<file path="src/rtl/cpu_pkg.sv">
// Shared definitions for the PC sequencer: FSM state encoding, next-PC
// select encoding and the default sequential PC increment.
package cpu_pkg;

    // Default sequential PC increment, in bytes.
    localparam int unsigned PC_STEP = 4;

    typedef enum logic [2:0] {
        IDLE      = 3'd0,
        FETCH     = 3'd1,
        DECODE    = 3'd2,
        EXECUTE   = 3'd3,
        WRITEBACK = 3'd4,
        HALT      = 3'd5
    } pc_state_e;

    // Next-PC source decided in EXECUTE and applied in WRITEBACK.
    typedef enum logic [1:0] {
        SEQ  = 2'd0,
        TGT  = 2'd1,
        HOLD = 2'd2
    } pc_sel_e;

endpackage

</file>
<file path="src/rtl/pc_sequencer.sv">
// Multi-cycle fetch/decode/execute/writeback sequencer producing the next-PC.
//
// The external PC register loads pc_next on every clock, so pc_next
// recirculates pc_cur except in WRITEBACK, where the committed value is
// applied.
//
// Ports:
//   clk, arst_n               clock, asynchronous active-low reset
//   start                     leave IDLE when high
//   pc_cur                    current PC from the PC register
//   imem_req / imem_ready     instruction fetch handshake
//   is_branch, is_jump,
//   is_halt, writes_rd        decoder flags (valid from DECODE)
//   branch_taken,
//   branch_target,
//   jump_target               ALU/decoder results (sampled at end of EXECUTE)
//   pc_next                   to PC register input
//   ir_load                   latch instruction register
//   rf_we                     register-file write enable
//   state_o                   current state encoding
//   halted                    high in HALT
//   misalign_err              sticky misaligned-target error
//   instret                   retired-instruction count
module pc_sequencer #(
    parameter int unsigned DATA_WIDTH = 32,
    parameter int unsigned PC_STEP    = cpu_pkg::PC_STEP
) (
    input  logic                  clk,
    input  logic                  arst_n,
    input  logic                  start,
    input  logic [DATA_WIDTH-1:0] pc_cur,
    output logic                  imem_req,
    input  logic                  imem_ready,
    input  logic                  is_branch,
    input  logic                  is_jump,
    input  logic                  is_halt,
    input  logic                  writes_rd,
    input  logic                  branch_taken,
    input  logic [DATA_WIDTH-1:0] branch_target,
    input  logic [DATA_WIDTH-1:0] jump_target,
    output logic [DATA_WIDTH-1:0] pc_next,
    output logic                  ir_load,
    output logic                  rf_we,
    output logic [2:0]            state_o,
    output logic                  halted,
    output logic                  misalign_err,
    output logic [DATA_WIDTH-1:0] instret
);
    import cpu_pkg::*;

    pc_state_e             state_q, state_d;
    pc_sel_e               sel_q, sel_d;
    logic [DATA_WIDTH-1:0] tgt_q, tgt_d;
    logic                  misal_q, misal_d;
    logic                  misalign_err_q, misalign_err_d;
    logic [DATA_WIDTH-1:0] instret_q, instret_d;

    // State register.
    always_ff @(posedge clk or negedge arst_n) begin
        if (!arst_n) begin
            state_q <= IDLE;
        end else begin
            state_q <= state_d;
        end
    end

    // Next-state logic.
    always_comb begin
        state_d = state_q;
        unique case (state_q)
            IDLE:      if (start) state_d = FETCH;
            FETCH:     if (imem_ready) state_d = DECODE;
            DECODE:    state_d = EXECUTE;
            EXECUTE:   state_d = WRITEBACK;
            WRITEBACK: state_d = (misal_q || sel_q == HOLD) ? HALT : FETCH;
            HALT:      state_d = HALT;
            default:   state_d = IDLE;
        endcase
    end

    // Output logic.
    always_comb begin
        imem_req = (state_q == FETCH);
        ir_load  = (state_q == FETCH) && imem_ready;
        rf_we    = (state_q == WRITEBACK) && writes_rd && (sel_q != HOLD) && !misal_q;
        halted   = (state_q == HALT);
        pc_next  = pc_cur;
        if (state_q == WRITEBACK && !misal_q) begin
            unique case (sel_q)
                SEQ:     pc_next = pc_cur + DATA_WIDTH'(PC_STEP);
                TGT:     pc_next = tgt_q;
                default: pc_next = pc_cur;
            endcase
        end
    end

    assign state_o = state_q;

    // Decision/commit datapath next-state.
    always_comb begin
        sel_d          = sel_q;
        tgt_d          = tgt_q;
        misal_d        = misal_q;
        misalign_err_d = misalign_err_q;
        instret_d      = instret_q;
        if (state_q == EXECUTE) begin
            // Priority: halt > jump > taken branch > sequential.
            if (is_halt) begin
                sel_d = HOLD;
                tgt_d = '0;
            end else if (is_jump) begin
                sel_d = TGT;
                tgt_d = jump_target;
            end else if (is_branch && branch_taken) begin
                sel_d = TGT;
                tgt_d = branch_target;
            end else begin
                sel_d = SEQ;
                tgt_d = '0;
            end
            misal_d = (sel_d == TGT) && (tgt_d[1:0] != 2'b00);
        end
        if (state_q == WRITEBACK) begin
            // A misaligned target aborts the instruction without retiring it.
            if (misal_q) begin
                misalign_err_d = 1'b1;
            end else begin
                instret_d = instret_q + 1'b1;
            end
        end
    end

    always_ff @(posedge clk or negedge arst_n) begin
        if (!arst_n) begin
            sel_q          <= SEQ;
            tgt_q          <= '0;
            misal_q        <= 1'b0;
            misalign_err_q <= 1'b0;
            instret_q      <= '0;
        end else begin
            sel_q          <= sel_d;
            tgt_q          <= tgt_d;
            misal_q        <= misal_d;
            misalign_err_q <= misalign_err_d;
            instret_q      <= instret_d;
        end
    end

    assign misalign_err = misalign_err_q;
    assign instret      = instret_q;

endmodule

</file>
<file path="config.mk">
export PLATFORM = sky130hd
export DESIGN_NAME = pc_sequencer
export DESIGN_NICKNAME = d
export VERILOG_FILES = /design/src/rtl/cpu_pkg.sv /design/src/rtl/pc_sequencer.sv
export SDC_FILE = /design/constraint.sdc
export NUM_CORES = 1
export LEC_CHECK = 0
export CAP_MARGIN = 40
export CORE_MARGIN = 4
export CORE_UTILIZATION = 48
export DETAILED_ROUTE_END_ITERATION = 16
export PLACE_DENSITY = 0.87
export REMOVE_ABC_BUFFERS = 1
export SLEW_MARGIN = 40
export SYNTH_ARGS = -nofsm -noshare
export SYNTH_HDL_FRONTEND = slang
export SYNTH_SLANG_ARGS = --single-unit
</file>
<file path="constraint.sdc">
create_clock -name clk -period 4.7 [get_ports clk]
set_clock_uncertainty 0.2 [all_clocks]
set_input_delay 0.705 -clock clk [delete_from_list [all_inputs] [get_ports clk]]
set_output_delay 0.705 -clock clk [all_outputs]
set_load 0.03 [all_outputs]
</file>
==> flow_metrics.env, run 1 <==
export IMPL_cts_root_buf="clkbuf_8"
export IMPL_viasPerCell=5.92
export IMPL_tritoncts="yes"
export IMPL_synth_compound_area_share_pct=13.5
export IMPL_postRouteAntennaNets=0
export IMPL_yosys_top_cells_area="dfrtp_1, mux2i_1, nand2_1"
export IMPL_core_area_um2=9200
export IMPL_port_buffers=176
export IMPL_overflow=0
export IMPL_async_flop_share_pct=100
export IMPL_synth_top_family_by_area="simple AND/OR/NAND/NOR gates"
export IMPL_cts_hold_buf=0
export IMPL_h_tree_depth=3
export IMPL_max_cap_viol_count=0
export IMPL_grt_max_degree=72
export IMPL_cts_clk_slew_worst_paths_ns=0.08
export IMPL_die_h_um=105
export IMPL_cts_resized=0
export IMPL_initial_utilization_pct=49.2
export IMPL_synth_edf_count=0
export IMPL_numCtsBuffers=9
export IMPL_drt_iter0_drc=328
export IMPL_synth_simple_gate_area_share_pct=26.3
export IMPL_gp_congestion=0.932
export IMPL_syn_instance_count=503
export IMPL_rsz0062_at_grt="false"
export IMPL_die_x_um=105
export IMPL_status="completed"
export IMPL_grt_use_total_pct=25.3
export IMPL_worstPathRequired_ns=3.80
export IMPL_post_route_drc_count=0
export IMPL_io_pins=177
export IMPL_rows=35
export IMPL_endpoint_kind="primary output"
export IMPL_final_max_slew_violation_count=0
export IMPL_cts_buffer_depth=2
export IMPL_power_uw=2490
export IMPL_tightest_slew_ns=0.798
export IMPL_crit_start="pc_cur[2]"
export IMPL_hpwlAfterDp_mm=10.6
export IMPL_clk_latency_ns=0.35
export IMPL_n_fill_cell=685
export IMPL_postRouteWirelength_mm=14.3
export IMPL_synthAdderAreaFrac_pct=0.553
export IMPL_vias=4638
export IMPL_instances_no_fill=784
export IMPL_placed_cell_area_um2=6310
export IMPL_r2r_start="state_o[0]$_DFFE_PN0P_"
export IMPL_post_route_cell_area_um2=6540
export IMPL_p_leak_uw=0.00285
export IMPL_crit_type="in2out"
export IMPL_r2r_cells=3
export IMPL_avgSynthCellArea_um2=9.00
export IMPL_crit_arrival_ns=3.57
export IMPL_yosysTopAreaCellShare_pct=39.3
export IMPL_area_delta_synth_final_pct=44.5
export IMPL_ys_types=57
export IMPL_place_inst=768
export IMPL_grt_pass1_wl_mm=22.8
export IMPL_die_area_um2=11000
export IMPL_start_kind="input port"
export IMPL_clock_sinks=71
export IMPL_yosys_most_used_dff="dfrtp_1"
export IMPL_synth_warnings=0
export IMPL_grt_pass1_vias=4576
export IMPL_synth_mux_area_share_pct=10.3
export IMPL_cts_setup_buffers=0
export IMPL_diodes=0
export IMPL_yosys_area_top_type="dfrtp_1"
export IMPL_synth_most_common_cell="nand2_1"
export IMPL_synth_yosys_seq_area_share_pct=39.3
export IMPL_post_route_period_util_pct=95.2
export IMPL_reg2reg_to="tgt_q[28]$_DFFE_PN0P_"
export IMPL_dr_pass1_iters=6
export IMPL_final_hold_violation_count=0
export IMPL_reg2reg_setup_slack_ns=2.24
export IMPL_netlist_area_um2=4530
export IMPL_setup_viol=0
export IMPL_antenna_found_initial=0
export IMPL_synth_seq_cells=71
export IMPL_hp_class="in2async"
export IMPL_nets=775
export IMPL_fmax_mhz=223
export IMPL_period_needed_ns=4.48
export IMPL_drive_above_1_share_pct=6.54
export IMPL_crit_fanout=9
export IMPL_p_per_area_nw_per_um2=381
export IMPL_max_vdd_ir_drop_v=0.000179
export IMPL_maxSlewHeadroom_pct=46.8
export IMPL_finalSetupTns_ns=0
export IMPL_synth_common_cells="nand2_1, dfrtp_1, o21ai_0, mux2i_1, nand3_1"
export IMPL_synth_xor_xnor_area_share_pct=6.00
export IMPL_avgRoutedWirePerCell_um=18.2
[cells by family after synthesis]
family          count (synthesis)
flops                          71
xor+xnor                       31
mux                            46
fa+ha+maj                       2
compound gates                105
simple gates                  214
buf+inv                        34
[power breakdown]
| part | switching [uW] | total (uW) | internal, uW |
|---|---|---|---|
| logic | 570 | 1000 | 430 |
| registers | 141 | 933 | 792 |
| clock network | 228 | 555 | 328 |
[how the worst max path moves through the flow]
stage | endpoint | slack, ns | cells past startpoint
after detailed placement | pc_next[22] | 0.27 | 8
after global routing | pc_next[20] | 0.06 | 8
after floorplan | pc_next[31] | 0.99 | 4
final | pc_next[22] | 0.22 | 8
after global placement | pc_next[20] | 0.31 | 8
after CTS | pc_next[22] | 0.26 | 8
[metal layers]
layer / vias up / part of all wire [%] / global-route usage (%)
met3: 23 / 10 / 7.47
met4: 0 / 1.3 / 5.90
met2: 237 / 49 / 43.2
li1: 2157 / - / -
met5: - / 0 / 0
met1: 2221 / 39 / 31.7
[worst max-delay path: stages]
cell and delay (ns):
clkdlybuf4s50_1 0.54, ha_1 0.22, nand3_1 0.29, nor4_4 0.63, nand2_1 0.15, mux2i_1 0.16
a21oi_1 0.18, clkdlybuf4s50_1 0.70
[cell usage in the layout, fill, tap and decap left out, types with 6 or more instances in the layout]
cell	instances
xor2_1	8
nor3_1	11
clkbuf_8	11
nand3_1	29
nand4_1	16
and3_1	16
mux2i_1	42
and4_1	6
nand2_1	74
a21oi_1	24
nor2_1	23
o21ai_0	45
clkdlybuf4s50_1	174
xnor2_1	23
o22ai_1	15
buf_4	6
dfrtp_1	71
[registers in the layout, indices dropped and copies added (netlist names)]
name and cells:
state_o 3, instret 32, misal_q 1, sel_q 2
tgt_q 32, misalign_err 1
[final cells by class]
type	count	area (um2)	share of cell area, %
inverter	6	22.5	0.344
clock buffer	13	159	2.43
clock inverter	3	65.1	0.995
sequential	71	1780	27.2
tap	111	139	2.12
timing repair buffer	182	1800	27.6
multi-input combinational	398	2570	39.4
[stage by stage]
stage	hold WS, ns	worst slack [ns]	utilization [%]
after floorplan	0.209	0.993	-
after global placement	0.258	0.309	68.5
after detailed placement	0.263	0.269	68.6
after CTS	0.187	0.260	71.0
after global routing	0.201	0.0560	71.1
final	0.145	0.224	71.1
(Power assumes the default switching activity.)
==> run 2: changes to the inputs <==
Settings changed: CELL_PAD_IN_SITES_DETAIL_PLACEMENT set to 0, CELL_PAD_IN_SITES_GLOBAL_PLACEMENT set to 1, CORE_ASPECT_RATIO set to 0.7, CORE_UTILIZATION 48 to 50, DONT_BUFFER_PORTS set to 1, PLACE_DENSITY 0.87 to 0.85.
==> run 2 against run 1 <==
Design area decreased by 23%. Clock power increased by 53%. Combinational power decreased by 31%.
==> flow_metrics.env, run 2 (synthesized netlist as in run 1, its figures left out) <==
export IMPL_crit_chain="nor4b_4 -> and2b_1 -> buf_4 -> o22ai_1 -> a21oi_1"
export IMPL_post_route_period_util_pct=80.4
export IMPL_placed_cell_area_um2=4640
export IMPL_dr_pass1_iters=4
export IMPL_start_kind="register"
export IMPL_antenna_found_initial=0
export IMPL_clock_sinks=71
export IMPL_tightest_slew_ns=0.727
export IMPL_post_route_drc_count=0
export IMPL_cts_root_buf="clkbuf_16"
export IMPL_r2r_start="state_o[0]$_DFFE_PN0P_"
export IMPL_finalSetupTns_ns=0
export IMPL_h_tree_depth=3
export IMPL_layout_common_cells="nand2_1, dfrtp_1, o21ai_0, mux2i_1, nand3_1"
export IMPL_cts_resized=0
export IMPL_setup_viol=0
export IMPL_port_buffers=0
export IMPL_grt_pass1_vias=3716
export IMPL_nets=608
export IMPL_status="completed"
export IMPL_initial_utilization_pct=52.5
export IMPL_n_fill_cell=771
export IMPL_numCtsBuffers=9
export IMPL_crit_fanout=24
export IMPL_drive_above_1_share_pct=10.7
export IMPL_io_pins=177
export IMPL_grt_use_total_pct=24.2
export IMPL_diodes=0
export IMPL_viasPerCell=6.15
export IMPL_postRouteWirelength_mm=12.9
export IMPL_avgRoutedWirePerCell_um=20.6
export IMPL_die_x_um=122
export IMPL_r2r_cells=4
export IMPL_p_per_area_nw_per_um2=503
export IMPL_clk_latency_ns=0.33
export IMPL_post_route_cell_area_um2=5040
export IMPL_rows=28
export IMPL_area_delta_synth_final_pct=11.5
export IMPL_gp_congestion=0.787
export IMPL_reg2reg_to="tgt_q[5]$_DFFE_PN0P_"
export IMPL_die_area_um2=10700
export IMPL_maxSlewHeadroom_pct=51.7
export IMPL_grt_pass1_wl_mm=20.0
export IMPL_grt_max_degree=72
export IMPL_drt_iter0_drc=277
export IMPL_endpoint_kind="primary output"
export IMPL_reg2reg_setup_slack_ns=1.84
export IMPL_worstPathRequired_ns=3.80
export IMPL_cts_clk_slew_worst_paths_ns=0.06
export IMPL_final_common_cell="nand2_1"
export IMPL_tritoncts="yes"
export IMPL_period_needed_ns=3.78
export IMPL_core_area_um2=8620
export IMPL_max_cap_viol_count=0
export IMPL_final_hold_violation_count=0
export IMPL_rsz0062_at_grt="false"
export IMPL_overflow=0
export IMPL_postRouteAntennaNets=0
export IMPL_cts_buffer_depth=2
export IMPL_slowest_stage="dfrtp_1"
export IMPL_final_max_slew_violation_count=0
export IMPL_p_leak_uw=0.00230
export IMPL_hpwlAfterDp_mm=9.22
export IMPL_place_inst=609
export IMPL_crit_arrival_ns=2.87
export IMPL_crit_start="state_o[0]$_DFFE_PN0P_"
export IMPL_fmax_mhz=265
export IMPL_instances_no_fill=626
export IMPL_crit_type="reg2out"
export IMPL_max_stage_delay_ns=0.60
export IMPL_max_vdd_ir_drop_v=0.000315
export IMPL_hp_class="in2async"
export IMPL_die_h_um=87.6
export IMPL_cts_setup_buffers=0
export IMPL_vias=3852
run 2: changes by cell type in the layout (fill, tap and decap cells not counted), moves of 2 or more:
| cell | change |
|---|---|
| buf_16 | +2 |
| clkbuf_8 | -11 |
| clkinv_4 | +2 |
| bufinv_16 | +2 |
| buf_4 | +7 |
| clkbuf_1 | -2 |
| clkdlybuf4s50_1 | -174 |
| clkbuf_16 | +9 |
run 2: worst max-delay path: cells and delay by family (launching register included):
family                 cells  cell delay, ns
AO/OA/AOI/OAI              2            0.67
buffers and inverters      1            0.38
flip-flops                 1            0.60
AND/OR/NAND/NOR            2            0.88
run 2: what timing repair did:
action	4_1_cts	5_1_grt
hold buffers	1	0
endpoints found under the hold margin	71	0
endpoints found under the setup margin	0	0
run 2: worst max path at each step:
stage | endpoint | depth (start not counted) | slack (ns)
6_report | pc_next[23] | 5 | 0.92
5_1_grt | pc_next[30] | 5 | 0.75
2_1_floorplan | pc_next[31] | 4 | 0.99
4_1_cts | pc_next[23] | 5 | 0.91
3_3_place_gp | pc_next[20] | 6 | 1.19
3_5_place_dp | pc_next[20] | 6 | 1.15
run 2: per-stage QoR:
stage	hold slack, ns	worst slack [ns]	utilization [%]	total power [uW]
2_1_floorplan	0.209	0.993	-	1480
3_3_place_gp	0.211	1.19	53.5	1640
3_5_place_dp	0.211	1.15	53.9	1680
4_1_cts	0.0674	0.915	58.5	2560
5_1_grt	0.0665	0.754	58.5	2670
6_report	0.0386	0.921	58.5	2540
run 2: area by class of cell:
cell class / instances / area, um2 / share of cell area (%)
clock buffers: 9 / 225 / 4.46
flip-flops and latches: 71 / 1780 / 35.2
multi-input cells: 398 / 2570 / 51.0
clock inverters: 7 / 145 / 2.88
well taps: 120 / 150 / 2.98
inverters: 6 / 22.5 / 0.446
repair buffers: 15 / 153 / 3.03
run 2: layer usage:
metal	up-vias	GRT usage [%]	wire length (um)
li1	1822	-	-
met5	-	0	0
met2	153	37.0	5850
met1	1862	33.1	5690
met4	0	6.10	134
met3	15	8.78	1200
run 2: power breakdown:
| part | internal [uW] | switching, uW | total [uW] | leakage, uW |
|---|---|---|---|---|
| sequential | 791 | 209 | 1000 | 0.000958 |
| combinational | 239 | 448 | 687 | 0.00117 |
| clock | 574 | 276 | 850 | 0.000176 |
| total | 1600 | 933 | 2540 | 0.00230 |
